## src/rtl/key_event_decoder.sv

```systemverilog
// key_event_decoder
//
// Turns the periodic press strobe coming from the key debouncer into
// user-level events: single click, double click, long press and (optionally)
// auto-repeat. A press is considered released once no strobe has been seen
// for GAP_CYCLES cycles.
//
// Ports:
//   clk_i          in   clock
//   rst_i          in   synchronous, active-high reset
//   press_stb_i    in   debounced press strobe (repeats while key held)
//   click_o        out  one-cycle single-click pulse
//   double_click_o out  one-cycle double-click pulse
//   long_press_o   out  one-cycle pulse when the long-press threshold is hit
//   repeat_o       out  one-cycle auto-repeat pulse (0 unless repeat built in)
//   held_o         out  level, high while a press is in progress
//
// Build option:
//   KEY_EVENT_REPEAT_EN  when defined, LONG emits repeat_o every REPEAT_STB
//                        strobes; when undefined repeat_o is tied low.
//
// state  | meaning
// -------+----------------------------------------------------------
// IDLE   | no key activity
// PRESS1 | first press in progress, counting strobes toward long press
// WAIT2  | first press released, double-click window running
// PRESS2 | second press in progress, double click on its release
// LONG   | long press reached, waiting for release (and auto-repeat)

module key_event_decoder #(
    parameter int GAP_CYCLES        = 64,
    parameter int DBL_WINDOW_CYCLES = 2048,
    parameter int LONG_STB          = 128,
    parameter int REPEAT_STB        = 32
) (
    input  logic clk_i,
    input  logic rst_i,
    input  logic press_stb_i,
    output logic click_o,
    output logic double_click_o,
    output logic long_press_o,
    output logic repeat_o,
    output logic held_o
);

    localparam int GAP_W = $clog2(GAP_CYCLES + 1);
    localparam int STB_W = $clog2(LONG_STB + 1);
    localparam int WIN_W = $clog2(DBL_WINDOW_CYCLES + 1);

    localparam logic [GAP_W-1:0] GAP_MAX  = GAP_W'(GAP_CYCLES);
    localparam logic [GAP_W-1:0] GAP_REL  = GAP_W'(GAP_CYCLES - 1);
    localparam logic [STB_W-1:0] STB_MAX  = STB_W'(LONG_STB);
    localparam logic [WIN_W-1:0] WIN_LAST = WIN_W'(DBL_WINDOW_CYCLES - 1);

    // Elaboration-time guard against degenerate parameter sets.
    generate
        if (GAP_CYCLES < 1 || DBL_WINDOW_CYCLES < 1 || LONG_STB < 1 || REPEAT_STB < 1) begin : g_param_check
            $error("key_event_decoder: all cycle/strobe parameters must be >= 1");
        end
    endgenerate

    typedef enum logic [2:0] {
        S_IDLE   = 3'd0,
        S_PRESS1 = 3'd1,
        S_WAIT2  = 3'd2,
        S_PRESS2 = 3'd3,
        S_LONG   = 3'd4
    } state_t;

    state_t           r_state;
    logic [GAP_W-1:0] r_gap_cnt;
    logic [STB_W-1:0] r_stb_cnt;
    logic [WIN_W-1:0] r_win_cnt;
    logic             r_click;
    logic             r_double;
    logic             r_long;
    logic             r_held;

    logic             w_release;
    logic [STB_W-1:0] w_stb_next;
    logic             w_long_hit;

    // A strobe in the same cycle always cancels the release.
    assign w_release  = !press_stb_i && (r_gap_cnt == GAP_REL);

    // Saturating next strobe count; saturation also makes LONG_STB=1 fire on
    // the second strobe, since IDLE->PRESS1 already loads a count of 1.
    assign w_stb_next = (r_stb_cnt == STB_MAX) ? STB_MAX : (r_stb_cnt + 1'b1);
    assign w_long_hit = (w_stb_next == STB_MAX);

`ifdef KEY_EVENT_REPEAT_EN
    localparam int REP_W = $clog2(REPEAT_STB + 1);
    localparam logic [REP_W-1:0] REP_MAX = REP_W'(REPEAT_STB);

    logic [REP_W-1:0] r_rep_cnt;
    logic             r_repeat;
    logic [REP_W-1:0] w_rep_next;

    assign w_rep_next = r_rep_cnt + 1'b1;
    assign repeat_o   = r_repeat;
`else
    assign repeat_o   = 1'b0;
`endif

    always_ff @(posedge clk_i) begin
        if (rst_i) begin
            r_state   <= S_IDLE;
            r_gap_cnt <= '0;
            r_stb_cnt <= '0;
            r_win_cnt <= '0;
            r_click   <= 1'b0;
            r_double  <= 1'b0;
            r_long    <= 1'b0;
            r_held    <= 1'b0;
`ifdef KEY_EVENT_REPEAT_EN
            r_rep_cnt <= '0;
            r_repeat  <= 1'b0;
`endif
        end else begin
            r_click  <= 1'b0;
            r_double <= 1'b0;
            r_long   <= 1'b0;
`ifdef KEY_EVENT_REPEAT_EN
            r_repeat <= 1'b0;
`endif

            if (press_stb_i) begin
                r_gap_cnt <= '0;
            end else if (r_gap_cnt != GAP_MAX) begin
                r_gap_cnt <= r_gap_cnt + 1'b1;
            end

            case (r_state)
                S_IDLE: begin
                    if (press_stb_i) begin
                        r_state   <= S_PRESS1;
                        r_stb_cnt <= STB_W'(1);
                        r_held    <= 1'b1;
                    end
                end

                S_PRESS1: begin
                    if (press_stb_i) begin
                        r_stb_cnt <= w_stb_next;
                        if (w_long_hit) begin
                            r_long  <= 1'b1;
                            r_state <= S_LONG;
`ifdef KEY_EVENT_REPEAT_EN
                            r_rep_cnt <= '0;
`endif
                        end
                    end else if (w_release) begin
                        r_state   <= S_WAIT2;
                        r_win_cnt <= '0;
                        r_held    <= 1'b0;
                    end
                end

                S_WAIT2: begin
                    if (press_stb_i) begin
                        r_state <= S_PRESS2;
                        r_held  <= 1'b1;
                    end else if (r_win_cnt == WIN_LAST) begin
                        r_click <= 1'b1;
                        r_state <= S_IDLE;
                    end else begin
                        r_win_cnt <= r_win_cnt + 1'b1;
                    end
                end

                S_PRESS2: begin
                    if (w_release) begin
                        r_double <= 1'b1;
                        r_state  <= S_IDLE;
                        r_held   <= 1'b0;
                    end
                end

                S_LONG: begin
`ifdef KEY_EVENT_REPEAT_EN
                    if (press_stb_i) begin
                        if (w_rep_next == REP_MAX) begin
                            r_repeat  <= 1'b1;
                            r_rep_cnt <= '0;
                        end else begin
                            r_rep_cnt <= w_rep_next;
                        end
                    end
`endif
                    if (w_release) begin
                        r_state <= S_IDLE;
                        r_held  <= 1'b0;
                    end
                end

                default: begin
                    r_state <= S_IDLE;
                    r_held  <= 1'b0;
                end
            endcase
        end
    end

    assign click_o        = r_click;
    assign double_click_o = r_double;
    assign long_press_o   = r_long;
    assign held_o         = r_held;

endmodule
```

## config.mk

```make
export PLATFORM = sky130hd
export DESIGN_NAME = key_event_decoder
export DESIGN_NICKNAME = d
export VERILOG_FILES = /design/src/rtl/key_event_decoder.sv
export SDC_FILE = /design/constraint.sdc
export NUM_CORES = 1
export LEC_CHECK = 0
export CELL_PAD_IN_SITES_DETAIL_PLACEMENT = 1
export CELL_PAD_IN_SITES_GLOBAL_PLACEMENT = 1
export CORE_MARGIN = 1
export CORE_UTILIZATION = 40
export CTS_CLUSTER_DIAMETER = 100
export DETAILED_ROUTE_END_ITERATION = 12
export GPL_TIMING_DRIVEN = 0
export PLACE_DENSITY_LB_ADDON = 0.1
export SYNTH_ARGS = -nofsm -noshare
export SYNTH_HDL_FRONTEND = slang
export SYNTH_SLANG_ARGS = --single-unit
```

## constraint.sdc

```tcl
create_clock -name clk_i -period 4.1 [get_ports clk_i]
set_clock_uncertainty 0.1 [all_clocks]
set_input_delay 0.82 -clock clk_i [delete_from_list [all_inputs] [get_ports clk_i]]
set_output_delay 0.82 -clock clk_i [all_outputs]
set_load 0.01 [all_outputs]
```

---- Yosys cells after proc, flatten, opt, wreduce, memory -nomap -nowiden ----
Cells that the tools add are included.
cells by class
  add/subtract/negate cells ............... 3
  reduce and logical (&&, ||, !) cells .... 15
  bitwise gates (word level) .............. 4
  muxes and demuxes ....................... 24
  equal/unequal tests ..................... 20
operators with widths
  kind                                                               number
  12-bit 2-to-1 mux                                                  4
  8-bit 2-to-1 mux                                                   3
  12-bit one-hot mux with 2 select lines                             1
  3-bit 2-to-1 mux                                                   7
  8-bit == test, second input constant                               2
  8-bit one-hot mux with 2 select lines                              1
  12-bit by 1-bit adder with 12-bit output, second input constant    1
  12-bit by 11-bit == test with 1-bit output, second input constant  1
  2-bit != test, second input constant                               6
  3-bit one-hot mux with 4 select lines                              1
  5-bit AND reduction                                                2
  3-bit != test, second input constant                               3
  8-bit by 1-bit adder with 8-bit output, second input constant      1
  2-bit OR reduction                                                 4
  7-bit by 1-bit adder with 7-bit output, second input constant      1
  7-bit by 6-bit == test with 1-bit output, second input constant    1
  7-bit != test, second input constant                               1
  3-bit by 2-bit == test with 1-bit output, second input constant    2
  1-bit 2-to-1 mux                                                   6
  3-bit OR reduction                                                 2
  2-bit by 1-bit != test with 1-bit output, second input constant    2
  1-bit inverter                                                     4
  2-bit nonzero test                                                 2
  3-bit by 1-bit == test with 1-bit output, second input constant    1
  7 further kinds                                                    7
word-level totals
  output and inout port bits .............. 5
  flip-flop bits (word level) ............. 34

---- Longest topological paths before layout ----
  depth in word-level cells ............... 6
  mapped depth ............................ 7
  depth with buffers taken out ............ 7

---- Worst setup path after synthesis ----
No wires, ideal clock.
  kind .................................... input-to-reg
  start point ............................. input port press_stb_i
  end point ............................... register r_win_cnt[9]
  path slack .............................. 1.557 ns
  required time ........................... 3.878 ns
  setup time .............................. 0.122 ns
  stages .................................. 6
  arrival time ............................ 2.321 ns
  cell sequence ........................... or3b_2 -> nor4_2 -> or2_2 -> clkbuf_1 -> a2111o_1 -> o21ai_0
between the ends
  cells in the longest elaborated chain, start to end .. 4
  elaborated cells between the ends (all ways) .. 6
  classes of those cells .................. eq/ne (3); reduce/logical (3)
ends and longest elaborated chain
  element                            line  text
  from (decl)                        38    input logic press_stb_i,
  1-bit logical NOT                  84    assign w_release = !press_stb_i && (r_gap_cnt == GAP_REL);
  1-bit logical AND                  84
  2-bit != test (no line)            n/a
  5-bit AND reduction (no line) (*)  n/a
  to (signal assigned)               167   r_win_cnt <= r_win_cnt + 1'b1;
  to (decl)                          73    logic [WIN_W-1:0] r_win_cnt;
Mark *: on every way between the ends. The rest lies on a longest branch, timed or not.
A chain may end at the register's enable or synchronous reset.

---- Worst setup path in the final report ----
Same ends and word-level chain as after synthesis.

==> results.txt <==
RSZ-0062 raised after global routing = no
post-synthesis sequential area ratio = 38.2%
Post-CTS Setup Inserts = 0
Slew Limit Fails = 0
Worst setup SP type = input pin
fmax = 307 MHz
P&R area growth vs syn = 13.0%
Leak = 0.689 nW
Worst Path Max Fanout = 10
number of synthesized register bits = 34
library cells used by synthesis = 47
Multi-input gate area = 1020 µm²
DIE WIDTH = 68.7 µm
htree depth = 2
Post-CTS Resized = 0
drt initial violations = 22
vias per cell = 5.71
Synth Area in Compound Gates = 18.1%
die area = 4720 µm²
initial core utilization = 43.0%
hold_ws = 0.399 ns
Crit path depth = 7
placed cells = 271
fin cells = 279
maxcap violations = 0
Clock Sinks = 34
R2R Path Start = r_gap_cnt[0]$_SDFFE_PP0P_
DRC violations left = 0
total grt overflow = 0
Placer Congestion = 0.838
CTS tree = built
yosys warns = 0
hold crit path type = flop to flop
antenna viol nets, final = 0
WS Path Type = input pin to flop
antenna violations before repair = 0
first-pass GRT wire length = 7450 µm
mux contribution to synthesized area = 1.69%
DR WL/cell = 15.7 µm
XOR/XNOR Fraction of Synth Area = 7.38%
Port Buffers = 6
Root Driver = clkbuf_8
drt total wl = 4380 µm
Worst slew margin = 42.4%
most frequent cells after synthesis = dfxtp_1, nor2_1, o21ai_0, nand2_1, inv_1
pin count of the biggest net entering global routing = 12
Tmin final = 3.26 ns
hold buffer count at cts = 0
VDD IR max = 0.221 mV
Largest stage delay, worst path = 0.65 ns
CP Buf/Inv Count = 2
final core occ = 48.6%
Critical Path, Cell by Cell = clkdlybuf4s50_1 -> or3b_2 -> nor4_2 -> or2_2 -> clkbuf_1 -> a2111o_1 -> o21ai_0
crit path capture type = flop
hold depth = 2
DRT Pass-1 Iters = 4
r2r setup slk = 1.52 ns
layout cell share with drive strength beyond 1 = 7.86%
# IOs = 8
DR vias = 1594
Post-synth EDFFs = 0
number of fill cells = 503
Syn Inst Count = 215
reg2reg end = r_win_cnt[9]$_SDFFE_PP0P_
Total GRT Usage = 21.5%
Crit path max-delay family = simple AND/OR/NAND/NOR gates
slowest CP cell = nor4_2
nets@finish = 236
critical path arrival = 3.33 ns
clk_lat worst skew = 0.29 ns
count leader, synth = dfxtp_1
synthesized area = 1780 µm²
core area = 4140 µm²
Hold EP = r_win_cnt[9]$_SDFFE_PP0P_
largest area contributor in the netlist = dfxtp_1
final hold vios = 0
Synth async-reset ratio = 0%
Yosys top cell area share = 38.2%
Reg area = 681 µm²
Simple-Gate Fraction of Synth Area = 26.4%
Final setup viols = 0
pin slew with the least headroom to its limit = 0.857 ns
chip height = 68.7 µm
synthesized net count = 223
worst reg2reg path depth = 7
vias in the first global route = 1628
Num CTS Buffers = 5
adder-cell share of the synthesized area = 3.51%
Synth Area per Inst = 8.28 µm²
top post-synthesis cells by area = dfxtp_1, nor2_1, o21ai_0
setup TNS = 0 ns
outcome = completed
leading register cell type out of synthesis = dfxtp_1
Hold Crit Start = r_win_cnt[9]$_SDFFE_PP0P_
Tcrit/Tclk final = 79.5%
hpwl dp = 3180 µm
PD cells = 340 nW/µm²
ant diodes = 0
Reg clk slew, reported paths = 0.07 ns
largest family of logic cells by synthesized area = simple AND/OR/NAND/NOR gates
# rows = 23
largest buffer count on any clock path = 2
CP Data Required Time = 4.17 ns
-- worst max-delay path by stage --
stage	from	end	slack, ns
2_1_floorplan	press_stb_i	r_win_cnt[9]$_SDFFE_PP0P_	1.56
3_3_place_gp	press_stb_i	r_win_cnt[9]$_SDFFE_PP0P_	0.63
3_5_place_dp	press_stb_i	r_win_cnt[9]$_SDFFE_PP0P_	0.56
4_1_cts	press_stb_i	r_win_cnt[9]$_SDFFE_PP0P_	0.86
5_1_grt	press_stb_i	r_win_cnt[9]$_SDFFE_PP0P_	0.69
6_report	press_stb_i	r_win_cnt[9]$_SDFFE_PP0P_	0.84
-- cells by family (layout without fill, tap and decap cells) --
| logic type | Yosys count | count (layout) |
|---|---|---|
| AO/OA/AOI/OAI | 49 | 49 |
| XOR/XNOR | 15 | 15 |
| buffers and inverters | 20 | 34 |
| multiplexers | 3 | 3 |
| flip-flops | 34 | 34 |
| other | 1 | 1 |
| adder cells (fa/ha/maj) | 5 | 5 |
| AND/OR/NAND/NOR | 88 | 88 |
-- per-stage QoR --
| stage | setup WS (ns) | instance area, µm² | power (mW) |
|---|---|---|---|
| after floorplan | 1.56 | 1780 | 0.373 |
| after global placement | 0.627 | 1900 | 0.385 |
| after detailed placement | 0.564 | 1900 | 0.386 |
| after CTS | 0.860 | 2010 | 0.691 |
| after global routing | 0.689 | 2010 | 0.710 |
| final | 0.839 | 2010 | 0.684 |
-- per-layer routing --
| layer | track usage [%] | wire (µm) |
|---|---|---|
| met1 | 24.8 | 2060 |
| met2 | 38.4 | 2150 |
| met3 | 4.61 | 95 |
| met4 | 8.16 | 67 |
| met5 | 0 | 0 |
-- state kept, by name (all words and copies together), names as in the netlist --
signal          flops
r_win_cnt          12
click_o             1
long_press_o        1
r_gap_cnt           7
r_state             3
r_stb_cnt           8
held_o              1
double_click_o      1
-- power by group --
group | switching (mW) | internal [mW]
clock network | 0.127 | 0.179
logic | 0.0244 | 0.0163
registers | 0.00361 | 0.334
-- final cells by class --
cell class	instances	area share, %
Buffer	10	2.11
Clock buffer	5	3.42
Clock inverter	3	1.99
Inverter	10	1.87
Multi-Input combinational cell	161	50.7
Sequential cell	34	33.8
Tap cell	50	3.11
Timing Repair Buffer	6	2.99
-- worst register-to-register path: cells and delay by family (launching register included) --
family	cells	cell delay (ns)
AOI/OAI and AO/OA	2	0.23
and+or+nand+nor	3	1.11
adders and majority gates	1	0.24
DFF	1	0.40
buffers and inverters	1	0.38
-- cells in the final DEF (no fill, tap or decap), drive strengths merged, types with 3 or more instances in the layout --
| cell type | count |
|---|---|
| xor2 | 8 |
| nor2 | 29 |
| mux2i | 3 |
| o31ai | 4 |
| nand4 | 3 |
| nor4 | 3 |
| o21ai | 20 |
| nand4b | 3 |
| nand2 | 15 |
| or4b | 3 |
| inv | 10 |
| clkbuf | 13 |
| or3 | 4 |
| xnor2 | 7 |
| ha | 5 |
| nor2b | 3 |
| and3 | 4 |
| nor3 | 6 |
| clkdlybuf4s50 | 6 |
| dfxtp | 34 |
| a21oi | 8 |
| nand3 | 7 |
No activity file was read; power rests on OpenSTA's default activity.
